<file path="src/rtl/mogol_yaris_kontrol.sv">
// mogol_yaris_kontrol: horse race betting controller.
// A bet taken in BOSTA starts a race of three horses with latched speeds.
// The first horse past position 512 wins. Beyaz has priority over siyah,
// and siyah over boz, on a simultaneous finish. After 255 race steps with
// no finisher the race times out. The balance is charged the stake when
// the bet is accepted and credited three times the stake on a correct
// guess, saturating at the 14-bit signed limits.
module mogol_yaris_kontrol (
    input  logic        saat,
    input  logic        reset,
    input  logic        bahis_gecerli,
    output logic        bahis_hazir,
    input  logic [1:0]  tahmin_edilen_at,
    input  logic [6:0]  yatirilan_para,
    input  logic [3:0]  beyaz_hiz,
    input  logic [3:0]  siyah_hiz,
    input  logic [3:0]  boz_hiz,
    output logic [1:0]  durum,
    output logic [1:0]  kazanan_at,
    output logic        yaris_bitti,
    output logic [13:0] bakiye
);

    typedef enum logic [1:0] {
        BOSTA = 2'd0,
        KOSU  = 2'd1,
        SONUC = 2'd2
    } durum_t;

    localparam logic [9:0]  BITIS_CIZGISI = 10'd512;
    localparam logic [7:0]  SON_ADIM      = 8'd254;
    localparam logic [1:0]  AT_YOK        = 2'd0;
    localparam logic [1:0]  AT_BEYAZ      = 2'd1;
    localparam logic [1:0]  AT_SIYAH      = 2'd2;
    localparam logic [1:0]  AT_BOZ        = 2'd3;

    durum_t      durum_q;
    durum_t      durum_d;

    logic [1:0]  tahmin_q;
    logic [6:0]  stake_q;
    logic [3:0]  beyaz_hiz_q;
    logic [3:0]  siyah_hiz_q;
    logic [3:0]  boz_hiz_q;

    logic [9:0]  beyaz_konum_q;
    logic [9:0]  siyah_konum_q;
    logic [9:0]  boz_konum_q;
    logic [7:0]  adim_q;

    logic [1:0]  kazanan_q;
    logic [13:0] bakiye_q;
    logic [13:0] bakiye_d;

    logic        bahis_kabul;
    logic [9:0]  beyaz_konum_yeni;
    logic [9:0]  siyah_konum_yeni;
    logic [9:0]  boz_konum_yeni;
    logic        beyaz_bitti;
    logic        siyah_bitti;
    logic        boz_bitti;
    logic        biri_bitti;
    logic        sure_doldu;
    logic        yaris_sonu;
    logic [1:0]  kazanan_d;

    logic signed [15:0] bakiye_genis;
    logic signed [15:0] stake_giris_genis;
    logic signed [15:0] odeme_genis;

    // Advance a position by a speed, clamping at the top of the 10-bit range
    function automatic logic [9:0] ilerle(input logic [9:0] konum, input logic [3:0] hiz);
        logic [10:0] toplam;
        toplam = {1'b0, konum} + {7'b0, hiz};
        if (toplam[10]) begin
            return 10'h3FF;
        end
        return toplam[9:0];
    endfunction

    // Clamp a wide signed balance into the 14-bit signed range
    function automatic logic [13:0] doyur(input logic signed [15:0] deger);
        if (deger > 16'sd8191) begin
            return 14'h1FFF;
        end
        if (deger < -16'sd8192) begin
            return 14'h2000;
        end
        return deger[13:0];
    endfunction

    // Bet acceptance and race progress decode
    always_comb begin
        bahis_kabul      = 1'b0;
        beyaz_konum_yeni = ilerle(beyaz_konum_q, beyaz_hiz_q);
        siyah_konum_yeni = ilerle(siyah_konum_q, siyah_hiz_q);
        boz_konum_yeni   = ilerle(boz_konum_q, boz_hiz_q);
        beyaz_bitti      = beyaz_konum_yeni >= BITIS_CIZGISI;
        siyah_bitti      = siyah_konum_yeni >= BITIS_CIZGISI;
        boz_bitti        = boz_konum_yeni >= BITIS_CIZGISI;
        biri_bitti       = beyaz_bitti | siyah_bitti | boz_bitti;
        sure_doldu       = adim_q == SON_ADIM;
        yaris_sonu       = 1'b0;
        kazanan_d        = AT_YOK;

        if (durum_q == BOSTA && bahis_gecerli && tahmin_edilen_at != AT_YOK) begin
            bahis_kabul = 1'b1;
        end

        if (durum_q == KOSU) begin
            yaris_sonu = biri_bitti | sure_doldu;
        end

        if (beyaz_bitti) begin
            kazanan_d = AT_BEYAZ;
        end else if (siyah_bitti) begin
            kazanan_d = AT_SIYAH;
        end else if (boz_bitti) begin
            kazanan_d = AT_BOZ;
        end
    end

    // FSM state register
    always_ff @(posedge saat or posedge reset) begin
        if (reset) begin
            durum_q <= BOSTA;
        end else begin
            durum_q <= durum_d;
        end
    end

    // FSM next-state: one race per accepted bet, one cycle of result
    always_comb begin
        durum_d = durum_q;
        case (durum_q)
            BOSTA: begin
                if (bahis_kabul) begin
                    durum_d = KOSU;
                end
            end
            KOSU: begin
                if (yaris_sonu) begin
                    durum_d = SONUC;
                end
            end
            SONUC: begin
                durum_d = BOSTA;
            end
            default: begin
                durum_d = BOSTA;
            end
        endcase
    end

    // FSM outputs decoded straight from the current state
    always_comb begin
        durum       = durum_q;
        bahis_hazir = durum_q == BOSTA;
        yaris_bitti = durum_q == SONUC;
    end

    // Capture the bet and horse speeds when a bet is accepted
    always_ff @(posedge saat or posedge reset) begin
        if (reset) begin
            tahmin_q    <= AT_YOK;
            stake_q     <= 7'd0;
            beyaz_hiz_q <= 4'd0;
            siyah_hiz_q <= 4'd0;
            boz_hiz_q   <= 4'd0;
        end else if (bahis_kabul) begin
            tahmin_q    <= tahmin_edilen_at;
            stake_q     <= yatirilan_para;
            beyaz_hiz_q <= beyaz_hiz;
            siyah_hiz_q <= siyah_hiz;
            boz_hiz_q   <= boz_hiz;
        end
    end

    // Horse positions and the race step counter
    always_ff @(posedge saat or posedge reset) begin
        if (reset) begin
            beyaz_konum_q <= 10'd0;
            siyah_konum_q <= 10'd0;
            boz_konum_q   <= 10'd0;
            adim_q        <= 8'd0;
        end else if (bahis_kabul) begin
            beyaz_konum_q <= 10'd0;
            siyah_konum_q <= 10'd0;
            boz_konum_q   <= 10'd0;
            adim_q        <= 8'd0;
        end else if (durum_q == KOSU) begin
            beyaz_konum_q <= beyaz_konum_yeni;
            siyah_konum_q <= siyah_konum_yeni;
            boz_konum_q   <= boz_konum_yeni;
            adim_q        <= adim_q + 8'd1;
        end
    end

    // Balance update: stake charged on acceptance, payout on a correct guess
    always_comb begin
        bakiye_genis      = {{2{bakiye_q[13]}}, bakiye_q};
        stake_giris_genis = {9'b0, yatirilan_para};
        odeme_genis       = {8'b0, stake_q, 1'b0} + {9'b0, stake_q};
        bakiye_d          = bakiye_q;
        if (bahis_kabul) begin
            bakiye_d = doyur(bakiye_genis - stake_giris_genis);
        end else if (yaris_sonu && kazanan_d == tahmin_q) begin
            bakiye_d = doyur(bakiye_genis + odeme_genis);
        end
    end

    // Winner is held from one result until the next; balance register
    always_ff @(posedge saat or posedge reset) begin
        if (reset) begin
            kazanan_q <= AT_YOK;
            bakiye_q  <= 14'd0;
        end else begin
            bakiye_q <= bakiye_d;
            if (yaris_sonu) begin
                kazanan_q <= kazanan_d;
            end
        end
    end

    // Drive the registered result outputs
    always_comb begin
        kazanan_at = kazanan_q;
        bakiye     = bakiye_q;
    end

endmodule

</file>
<file path="config.mk">
export PLATFORM = sky130hd
export DESIGN_NAME = mogol_yaris_kontrol
export DESIGN_NICKNAME = d
export VERILOG_FILES = /design/src/rtl/mogol_yaris_kontrol.sv
export SDC_FILE = /design/constraint.sdc
export NUM_CORES = 1
export LEC_CHECK = 0
export BUFFER_PORTS_ARGS = -buffer_cell sky130_fd_sc_hd__buf_2
export CORE_MARGIN = 5
export CORE_UTILIZATION = 53
export CTS_CLUSTER_DIAMETER = 60
export CTS_CLUSTER_SIZE = 40
export DETAILED_ROUTE_END_ITERATION = 6
export GPL_TIMING_DRIVEN = 1
export PLACE_DENSITY = 0.72
export SLEW_MARGIN = 20
export SYNTH_ARGS = -nofsm -noshare
export SYNTH_HDL_FRONTEND = slang
export SYNTH_SLANG_ARGS = --single-unit
</file>
<file path="constraint.sdc">
create_clock -name saat -period 6.3 [get_ports saat]
set_input_delay 0 -clock saat [delete_from_list [all_inputs] [get_ports saat]]
set_output_delay 0 -clock saat [all_outputs]
set_load 0.03 [all_outputs]
</file>
; ---- Word-level counts from Yosys, hierarchy flattened
; Index checks and enable logic that the tools add are counted.
[op_classes]
mux = 47
n_lt_le_gt_ge = 7
bitwise = 3
n_addsub = 7
reduce_logical = 8
n_eq_ne = 6
[ops]
columns = operator, n
row1 = two-way mux 14 bit, 10
row2 = two-way mux 10 bit, 12
row3 = adder 10 x 4 -> 11 bit, 3
row4 = "greater-or-equal comparator 10 bit, second input constant", 3
row5 = "> comparator 15 x 14 -> 1 bit, second input constant", 2
row6 = "< comparator 15 x 14 -> 1 bit, second input constant", 2
row7 = two-way mux 1 bit, 17
row8 = two-way mux 8 bit, 2
row9 = adder 14 x 10 -> 15 bit, 1
row10 = subtractor 14 x 8 -> 15 bit, 1
row11 = two-way mux 2 bit, 5
row12 = adder 8 x 7 -> 9 bit, 1
row13 = "adder 8 x 1 -> 8 bit, second input constant", 1
row14 = "== test 8 bit, second input constant", 1
row15 = nonzero test 2 bit, 3
row16 = case mux 2 bit (2 select lines), 1
row17 = logical AND 1 bit, 3
row18 = OR 1 bit, 3
row19 = "== test 2 x 1 -> 1 bit, second input constant", 1
row20 = == test 2 bit, 1
row21 = "== test 2 bit, second input constant", 1
row22 = zero test 2 bit, 1
row23 = "inequality test 2 x 1 -> 1 bit, second input constant", 1
row24 = "inequality test 2 bit, second input constant", 1
row25 = AND reduction 2 bit, 1
[word_totals]
output_inout_bits = 20
wordCells = 90
ff_bits = 77
in_bits = 24

; ---- Longest topological paths before layout
; Gate-level depths: netlist of the first run.
[depth]
ltp_word = 18
ltp_mapped = 18
ltp_nobuf = 18

; ---- Worst setup path before layout of the first run
; Ideal clock, no wire load.
[synth_timing]
kind = register to register
start = reg stake_q[1]
end = reg bakiye_q[7] (netlist: bakiye[7])
setup_time_ns = 0.132
setup_slack_ns = 2.595
stages_incl_launch_ff = 19
t_arrival_ns = 3.574
required_ns = 6.168
cell_sequence = dfrtp_1 > ha_1 > fa_1 > a21o_1 > a21oi_1 > inv_1 > a21oi_1 > nor2_1 > nor2_1 > xnor2_1 > ha_1 > a21o_1 > a211oi_1 > o21bai_1 > a311o_1 > clkbuf_1 > a21o_1 > nand3b_1 > o211ai_1
[synth_via]
elab_chain_cells = 11
word_cells_on_any_way = 16
[synth_rtl]
columns = item, line_no
row1 = "start, declared", 41  ; logic [6:0] stake_q;
row2 = "start signal, assigned", 172  ; stake_q <= yatirilan_para;
row3 = adder 8 x 7 -> 9 bit (*), 203  ; odeme_genis = {8'b0, stake_q, 1'b0} + {9'b0, stake_q};
row4 = adder 14 x 10 -> 15 bit (*), 208  ; bakiye_d = doyur(bakiye_genis + odeme_genis);
row5 = < comparator 15 x 14 -> 1 bit, 86  ; if (deger < -16'sd8192) begin
row6 = two-way mux 1 bit (2 in a row), 86
row7 = two-way mux 1 bit, 207  ; end else if (yaris_sonu && kazanan_d == tahmin_q) begin
row8 = two-way mux 1 bit, 205  ; if (bahis_kabul) begin
row9 = two-way mux 14 bit, 89  ; return deger[13:0];
row10 = two-way mux 14 bit (*), 86
row11 = two-way mux 14 bit (*), 207
row12 = two-way mux 14 bit (*), 205
row13 = "end signal, assigned", 218  ; bakiye_q <= bakiye_d;
row14 = "end, declared", 52  ; logic [13:0] bakiye_q;
; Every way passes the cells marked *; elsewhere a longest branch is shown, timed or not. The select of a mux whose other input is x is not followed.
; A chain may end at the register's enable or synchronous reset.

; ---- Worst setup path after layout of the first run
[layout_timing]
start = reg stake_q[1]
end = reg bakiye_q[11] (netlist: bakiye[11])
; Same word-level chain as after synthesis.

==> results of run 1 <==
cell type report:
class | count | area (um2)
clock buffers | 10 | 128
clock inverters | 4 | 51.3
fillers | 895 | 4000
inverters | 30 | 114
multi-input cells | 488 | 3360
flip-flops and latches | 77 | 1930
well taps | 136 | 170
repair buffers | 70 | 477
cell usage after synthesis (all sizes together) (2+ instances only):
library cell   n
o211a          2
a21o          15
nand3         23
o21bai         7
o21a           4
fa             6
nand2b         4
a211o          5
dfrtp         77
o21ai         45
a211oi        11
or3            3
and3           7
o2bb2ai        2
nor4b          3
buf            7
nand2         78
nand3b         3
nor3b          2
nor2          44
o31ai          9
nor2b          7
o41ai          2
nor3          18
and2           7
ha            39
mux2i          2
inv           30
xnor2         11
nand4          9
o2111ai        2
a31oi         12
xor2          13
a31o           3
and4           4
o31a           2
o211ai         5
a21oi         58
clkbuf        16
cell usage in the layout (no fill, tap or decap), types with 7 or more instances in the layout:
cell type | netlist | final
sky130_fd_sc_hd__nand3_1 | 23 | 23
sky130_fd_sc_hd__dlygate4sd3_1 | 0 | 22
sky130_fd_sc_hd__a21o_1 | 14 | 14
sky130_fd_sc_hd__a31oi_1 | 12 | 12
sky130_fd_sc_hd__a21oi_1 | 57 | 57
sky130_fd_sc_hd__clkbuf_8 | 0 | 9
sky130_fd_sc_hd__xor2_1 | 13 | 13
sky130_fd_sc_hd__buf_2 | 1 | 43
sky130_fd_sc_hd__o21ai_0 | 43 | 43
sky130_fd_sc_hd__dfrtp_1 | 77 | 77
sky130_fd_sc_hd__nor2_1 | 44 | 44
sky130_fd_sc_hd__nand2_1 | 78 | 78
sky130_fd_sc_hd__a211oi_1 | 11 | 11
sky130_fd_sc_hd__inv_1 | 29 | 28
sky130_fd_sc_hd__o21bai_1 | 7 | 7
sky130_fd_sc_hd__ha_1 | 39 | 39
sky130_fd_sc_hd__nand4_1 | 8 | 8
sky130_fd_sc_hd__xnor2_1 | 11 | 11
sky130_fd_sc_hd__nor3_1 | 18 | 18
state kept, by name (all words and copies together) (netlist names):
signal         cells
boz_konum_q       10
siyah_konum_q     10
kazanan_at         2
boz_hiz_q          4
bakiye            14
beyaz_konum_q     10
tahmin_q           2
durum              2
beyaz_hiz_q        4
siyah_hiz_q        4
adim_q             8
stake_q            7
power breakdown:
group,switching [mW],internal [mW],total [mW],leakage [nW]
logic,1.59,1.12,2.72,1.85
registers,0.218,0.696,0.914,0.962
clock network,0.188,0.179,0.367,0.0882
total,2.00,2.00,4.00,2.90
metal layers:
layer / up-vias / share of wire (%)
li1: 2364 / -
met1: 2299 / 46
met2: 92 / 48
met3: 19 / 4.3
met4: 0 / 1.5
met5: - / 0
final timing paths:
check / cells after the start / start / endpoint
worst max-delay path: 17 / stake_q[1]$_DFFE_PP0P_ / bakiye[11]$_DFFE_PP0P_
worst min register to register: 2 / siyah_hiz_q[2]$_DFFE_PP0P_ / siyah_hiz_q[2]$_DFFE_PP0P_
worst min-delay path: 4 / bahis_gecerli / durum[0]$_DFFE_PP0P_
max in group asynchronous: 4 / reset / boz_konum_q[0]$_DFFE_PP0P_
worst max register to register: 17 / stake_q[1]$_DFFE_PP0P_ / bakiye[11]$_DFFE_PP0P_
min in group asynchronous: 4 / reset / beyaz_hiz_q[1]$_DFFE_PP0P_
kinds of logic after synthesis:
kind of cell | after synthesis | synth area share (%)
simple gates | 219 | 20.1
compound gates | 197 | 25.4
flops | 77 | 35.0
buf+inv | 53 | 4.06
fa+ha+maj | 45 | 11.0
xor+xnor | 24 | 3.81
mux | 3 | 0.568
worst max-delay path, delay by kind of cell (launching register included):
kind / cells / cell delay, ns
XOR/XNOR: 1 / 0.19
flip-flops: 1 / 0.43
adder cells (fa/ha/maj): 3 / 0.98
AND/OR/NAND/NOR: 3 / 0.23
buffers and inverters: 1 / 0.06
AO/OA/AOI/OAI: 9 / 2.19
==> impl_summary.txt, run 1 <==
----------------------------------------------------
[Layout]
  Ratio of cells with drive above 1 in the final layout ... 13.3%
  Final Core Density ... 60.9%
  Layout Cells excl Fill ... 815
  Number of antenna cells inserted ... 0
  Synthesis-to-layout area growth ... 13.0%
  Layout Cell Area excl Fill ... 6230 um2
  Final Net Count ... 745

[Detailed routing]
  DR vias/cell ... 5.86
  Post-Route WL ... 12900 um
  Number of DRC markers after the initial detailed-route iteration ... 287
  Total number of vias ... 4774
  First-pass detailed-route iteration total ... 4
  Remaining DRCs ... 0
  Routed wire per std cell ... 15.8 um
  DRT antenna net count ... 0

[Floorplanning]
  Die width ... 112 um
  Starting Density ... 53.9%
  Die H ... 112 um
  Count of pins on the block boundary ... 44
  Die footprint ... 12500 um2
  Rows ... 37
  Placeable core area ... 10200 um2

[Critical path]
  CP most frequent cell ... sky130_fd_sc_hd__nor2_1
  Startpoint types ... register
  Critical path data arrival time ... 4.46 ns
  Critical setup path kind ... reg2reg
  Largest fanout of any net on the critical path ... 15
  Worst reg2reg setup slack ... 2.09 ns
  Slowest stage cell on the critical path ... sky130_fd_sc_hd__a311o_1
  Maximum single-stage delay on the critical path ... 0.59 ns
  Crit path required time ... 6.54 ns
  Cells along the critical path ... ha_1, fa_1, a21o_1, a21oi_1, inv_1, a21oi_1, nor2_1, nor2_1, xnor2_1, ha_1, a21o_1, a211oi_1, o21bai_1, a311o_1, o31ai_1, nor2_1, a211o_1
  CP Capture Type ... register

[Placed design]
  HPWL reported at the end of detailed placement ... 8830 um
  Last weighted congestion value of the routability-driven placer ... 0.876
  Number of cells in the design after placement ... 779
  Cell area after placement ... 5820 um2
  Worst Setup Slack post-DPL ... 2.15 ns
  Number of input and output port buffers inserted ... 43

[Synthesis]
  Area share of the largest cell type after synthesis ... 35.0%
  Post-Syn Area per Cell ... 8.92 um2
  Post-synth net total ... 687
  Post-synth design cell area ... 5510 um2
  Async S/R FF share, synth ... 100%
  Primary FF master, synth ... sky130_fd_sc_hd__dfrtp_1
  Part of the Yosys area used for sequential elements ... 35.0%
  Post-synth top area cell ... sky130_fd_sc_hd__dfrtp_1
  Number of unique standard cell types used by synthesis ... 74
  Synthesized flop and latch total ... 77
  EDFF count, synth ... 0
  Total number of yosys warnings ... 0
  Mapped Cells ... 618
  Top cells by area in the synthesized netlist ... sky130_fd_sc_hd__dfrtp_1, sky130_fd_sc_hd__ha_1, sky130_fd_sc_hd__nand2_1

[Clocking]
  Number of sinks handled by clock tree synthesis ... 77
  Clk root buf ... sky130_fd_sc_hd__clkbuf_8
  Maximum clock insertion buffer count ... 2
  Post-CTS setup buffers ... 0
  Maximum level of the CTS H-tree ... 3
  Clk Latency, worst-skew pair ... 0.37 ns
  Number of clock buffers inserted by TritonCTS ... 9
  TritonCTS clock tree ... done
  Count of hold-fix buffers inserted at cts ... 22
  Clock transition at the register clock pins on the worst setup and hold paths after CTS ... 0.08 ns
  Post-cts gate resize count ... 0

[GRT]
  Remaining Overflow, GRT ... 0
  Global-route wire length before repair ... 22700 um
  Largest net degree at the start of global routing ... 78
  Initial antenna violation count ... 0
  Number of global-route vias before repair ... 4881
  Met2 usage in global routing ... 35.3%
  Met3 Use GR ... 4.24%
  GRT busiest layer ... met2
  Global-route usage over all layers ... 21.6%
  Grt met1 use ... 28.2%

[Timing]
  Worst slew slack as a fraction of its limit ... 36.7%
  Number of endpoints with negative hold slack in the final report ... 0
  Final Worst Setup Slack ... 2.09 ns
  RSZ-0062 raised after global routing ... false
  Max frequency ... 237 MHz
  Final setup violation count ... 0
  Final Critical Period ... 4.21 ns
  Number of pins exceeding their max-slew limit in the final report ... 0
  Clock skew after layout ... 0.0132 ns
  Worst-case hold slack ... 0.309 ns
  Setup_tns ... 0 ns
  Share of the clock period used by the worst path after layout ... 66.9%
  Worst-Margin Slew ... 0.946 ns

[Min path]
  Type of the worst min-delay path ... in2reg

[Power and ir drop]
  Pwr/cell area ... 642 nW/um2
  VDD IR max ... 0.000287 V
  Static leakage ... 2.90 nW
  Power, Total ... 4.00 mW

[Run]
  Number of max-cap violations ... 0

[Status]
  Status ... finished, final reports clean

----------------------------------------------------
Note: power is estimated with default switching activity, not from simulation.
==> inputs of run 2 (changes only) <==
--- a/config.mk
+++ b/config.mk
@@ -12,7 +12,7 @@
 export CTS_CLUSTER_SIZE = 40
 export DETAILED_ROUTE_END_ITERATION = 6
 export GPL_TIMING_DRIVEN = 1
-export PLACE_DENSITY = 0.72
+export PLACE_DENSITY = 0.75
 export SLEW_MARGIN = 20
 export SYNTH_ARGS = -nofsm -noshare
 export SYNTH_HDL_FRONTEND = slang
==> constraint.sdc (replaced) <==
create_clock -name saat -period 3.4 [get_ports saat]
set_input_delay 0 -clock saat [delete_from_list [all_inputs] [get_ports saat]]
set_output_delay 0 -clock saat [all_outputs]
set_load 0.03 [all_outputs]
==> impl_summary.txt, run 2 (synthesized netlist as in run 1, its figures left out) <==
----------------------------------------------------
[Status]
  Status ... finished with violations
  Violated checks ... negative setup slack

[Floorplanning]
  Starting Density ... 53.9%
  Placeable core area ... 10200 um2
  Die width ... 112 um
  Count of pins on the block boundary ... 44
  Die footprint ... 12500 um2
  Die H ... 112 um
  Rows ... 37

[Clocking]
  Maximum level of the CTS H-tree ... 3
  Maximum clock insertion buffer count ... 2
  Clk root buf ... sky130_fd_sc_hd__clkbuf_8
  Clock transition at the register clock pins on the worst setup and hold paths after CTS ... 0.09 ns
  Number of clock buffers inserted by TritonCTS ... 9
  Number of sinks handled by clock tree synthesis ... 77
  TritonCTS clock tree ... done
  Clk Latency, worst-skew pair ... 0.35 ns

[Min path]
  Type of the worst min-delay path ... in2reg

[Layout]
  Number of antenna cells inserted ... 0
  Flip-flop count of the largest register, all copies and words added ... 14
  Final Net Count ... 782
  Most frequent cells in the layout ... sky130_fd_sc_hd__nand2_1, sky130_fd_sc_hd__dfrtp_1, sky130_fd_sc_hd__a21oi_1
  Most common cell after layout, fill and taps aside ... sky130_fd_sc_hd__nand2_1
  Ratio of cells with drive above 1 in the final layout ... 21.1%
  Synthesis-to-layout area growth ... 21.6%
  Filler Cell Count ... 846

[GRT]
  Global-route usage over all layers ... 22.8%
  Global-route wire length before repair ... 24000 um
  Initial antenna violation count ... 0
  Largest net degree at the start of global routing ... 59
  Remaining Overflow, GRT ... 0
  Number of global-route vias before repair ... 5206

[Critical path]
  Crit path required time ... 3.64 ns
  Cells along the critical path ... buf_6, fa_2, a21o_1, a21oi_2, inv_1, a21oi_2, nor2_1, nor2_1, xnor2_1, ha_1, a21o_4, a211oi_2, o21bai_2, a311o_2, o31ai_1, nor2_1, a211o_1
  Critical setup path kind ... reg2reg
  Number of buffer and inverter stages on the critical path ... 2
  CP Capture Type ... register
  Largest fanout of any net on the critical path ... 5
  Slowest stage cell on the critical path ... sky130_fd_sc_hd__dfrtp_1
  Maximum single-stage delay on the critical path ... 0.43 ns
  Startpoint types ... register
  Critical path data arrival time ... 3.90 ns
  Largest delay share family, worst path ... compound AO/OA/AOI/OAI gates
  CP most frequent cell ... sky130_fd_sc_hd__nor2_1

[Timing]
  Final Worst Setup Slack ... -0.263 ns
  Final Critical Period ... 3.66 ns
  Final setup violation count ... 13
  Number of endpoints with negative hold slack in the final report ... 0
  Worst slew slack as a fraction of its limit ... 42.9%
  Max frequency ... 273 MHz
  Clock skew after layout ... 0.0118 ns
  RSZ-0062 raised after global routing ... true
  Number of pins exceeding their max-slew limit in the final report ... 0
  Worst-Margin Slew ... 0.855 ns
  Share of the clock period used by the worst path after layout ... 108%
  Worst-case hold slack ... 0.189 ns

[Detailed routing]
  Post-Route WL ... 13600 um
  Total number of vias ... 4975
  First-pass detailed-route iteration total ... 5
  DRT antenna net count ... 0
  Routed wire per std cell ... 16.0 um
  DR vias/cell ... 5.83
  Remaining DRCs ... 0
  Number of DRC markers after the initial detailed-route iteration ... 350

[Placed design]
  Number of input and output port buffers inserted ... 43
  HPWL reported at the end of detailed placement ... 9370 um
  Last weighted congestion value of the routability-driven placer ... 0.962

[Run]
  Number of max-cap violations ... 0

----------------------------------------------------
run 2: cell types whose count changed in the layout (fill, tap and decap cells not counted), moves of 4 or more:
cell and change:
sky130_fd_sc_hd__buf_6 +4, sky130_fd_sc_hd__a21oi_2 +7, sky130_fd_sc_hd__o21ai_1 +5, sky130_fd_sc_hd__a21oi_1 -13, sky130_fd_sc_hd__buf_4 +32, sky130_fd_sc_hd__o21ai_0 -6, sky130_fd_sc_hd__a21oi_4 +6
run 2: what timing repair did:
item                                    in CTS  in global routing
hold buffers                                22                  0
gates resized for setup                     20                 17
buffers inserted                             3                  7
endpoints found under the setup margin      13                 14
pin swaps                                    9                 10
gates cloned                                 1                  0
endpoints found under the hold margin       67                  0
run 2: worst reg2reg max path: cells and delay by family, from the launching register on:
family	cells	cell delay [ns]
XOR/XNOR	1	0.17
buffers and inverters	2	0.22
AND/OR/NAND/NOR	3	0.24
AO/OA/AOI/OAI	9	1.82
flip-flops	1	0.43
adder cells (fa/ha/maj)	2	0.69
run 2: per-stage QoR:
step / area [um2] / worst slack [ns] / util, % / TNS (ns) / cells
5_1_grt: 6700 / -0.410 / 65.5 / -4.16 / 853
3_3_place_gp: 6040 / -0.108 / 59.0 / -0.772 / 806
2_1_floorplan: 5540 / -0.0146 / - / -0.0146 / 618
6_report: 6700 / -0.263 / 65.5 / -2.37 / 853
3_5_place_dp: 6040 / -0.209 / 59.0 / -2.12 / 806
4_1_cts: 6570 / -0.169 / 64.3 / -1.16 / 847
run 2: layer usage:
layer	track usage [%]	vias up	wire length [um]	part of all wire, %
met5	0	-	0	0
met4	8.33	0	255	1.9
met3	3.32	17	578	4.2
met2	40.0	106	6930	51
met1	28.4	2427	5880	43
li1	-	2425	-	-
run 2: final timing paths:
| check | start | end | slack [ns] | depth (start not counted) |
|---|---|---|---|---|
| max | stake_q[1]$_DFFE_PP0P_ | bakiye[11]$_DFFE_PP0P_ | -0.26 | 17 |
| min | bahis_gecerli | stake_q[5]$_DFFE_PP0P_ | 0.19 | 4 |
| max reg2reg | stake_q[1]$_DFFE_PP0P_ | bakiye[11]$_DFFE_PP0P_ | -0.26 | 17 |
| min reg2reg | boz_konum_q[6]$_DFFE_PP0P_ | boz_konum_q[6]$_DFFE_PP0P_ | 0.49 | 1 |
| max in group asynchronous | reset | adim_q[1]$_DFFE_PP0P_ | 2.16 | 4 |
| min in group asynchronous | reset | stake_q[2]$_DFFE_PP0P_ | 0.34 | 3 |
run 2: cell type report:
type	instances	area (um2)	area share, %
sequential	77	1930	28.7
clock inverter	6	88.8	1.33
inverter	30	114	1.70
tap	136	170	2.54
timing repair buffer	106	762	11.4
clock buffer	9	124	1.85
multi-input combinational	489	3520	52.5
Power of run 2 is not shown: default switching activity piles up to over one toggle a cycle in this logic, so the estimate is an artifact.
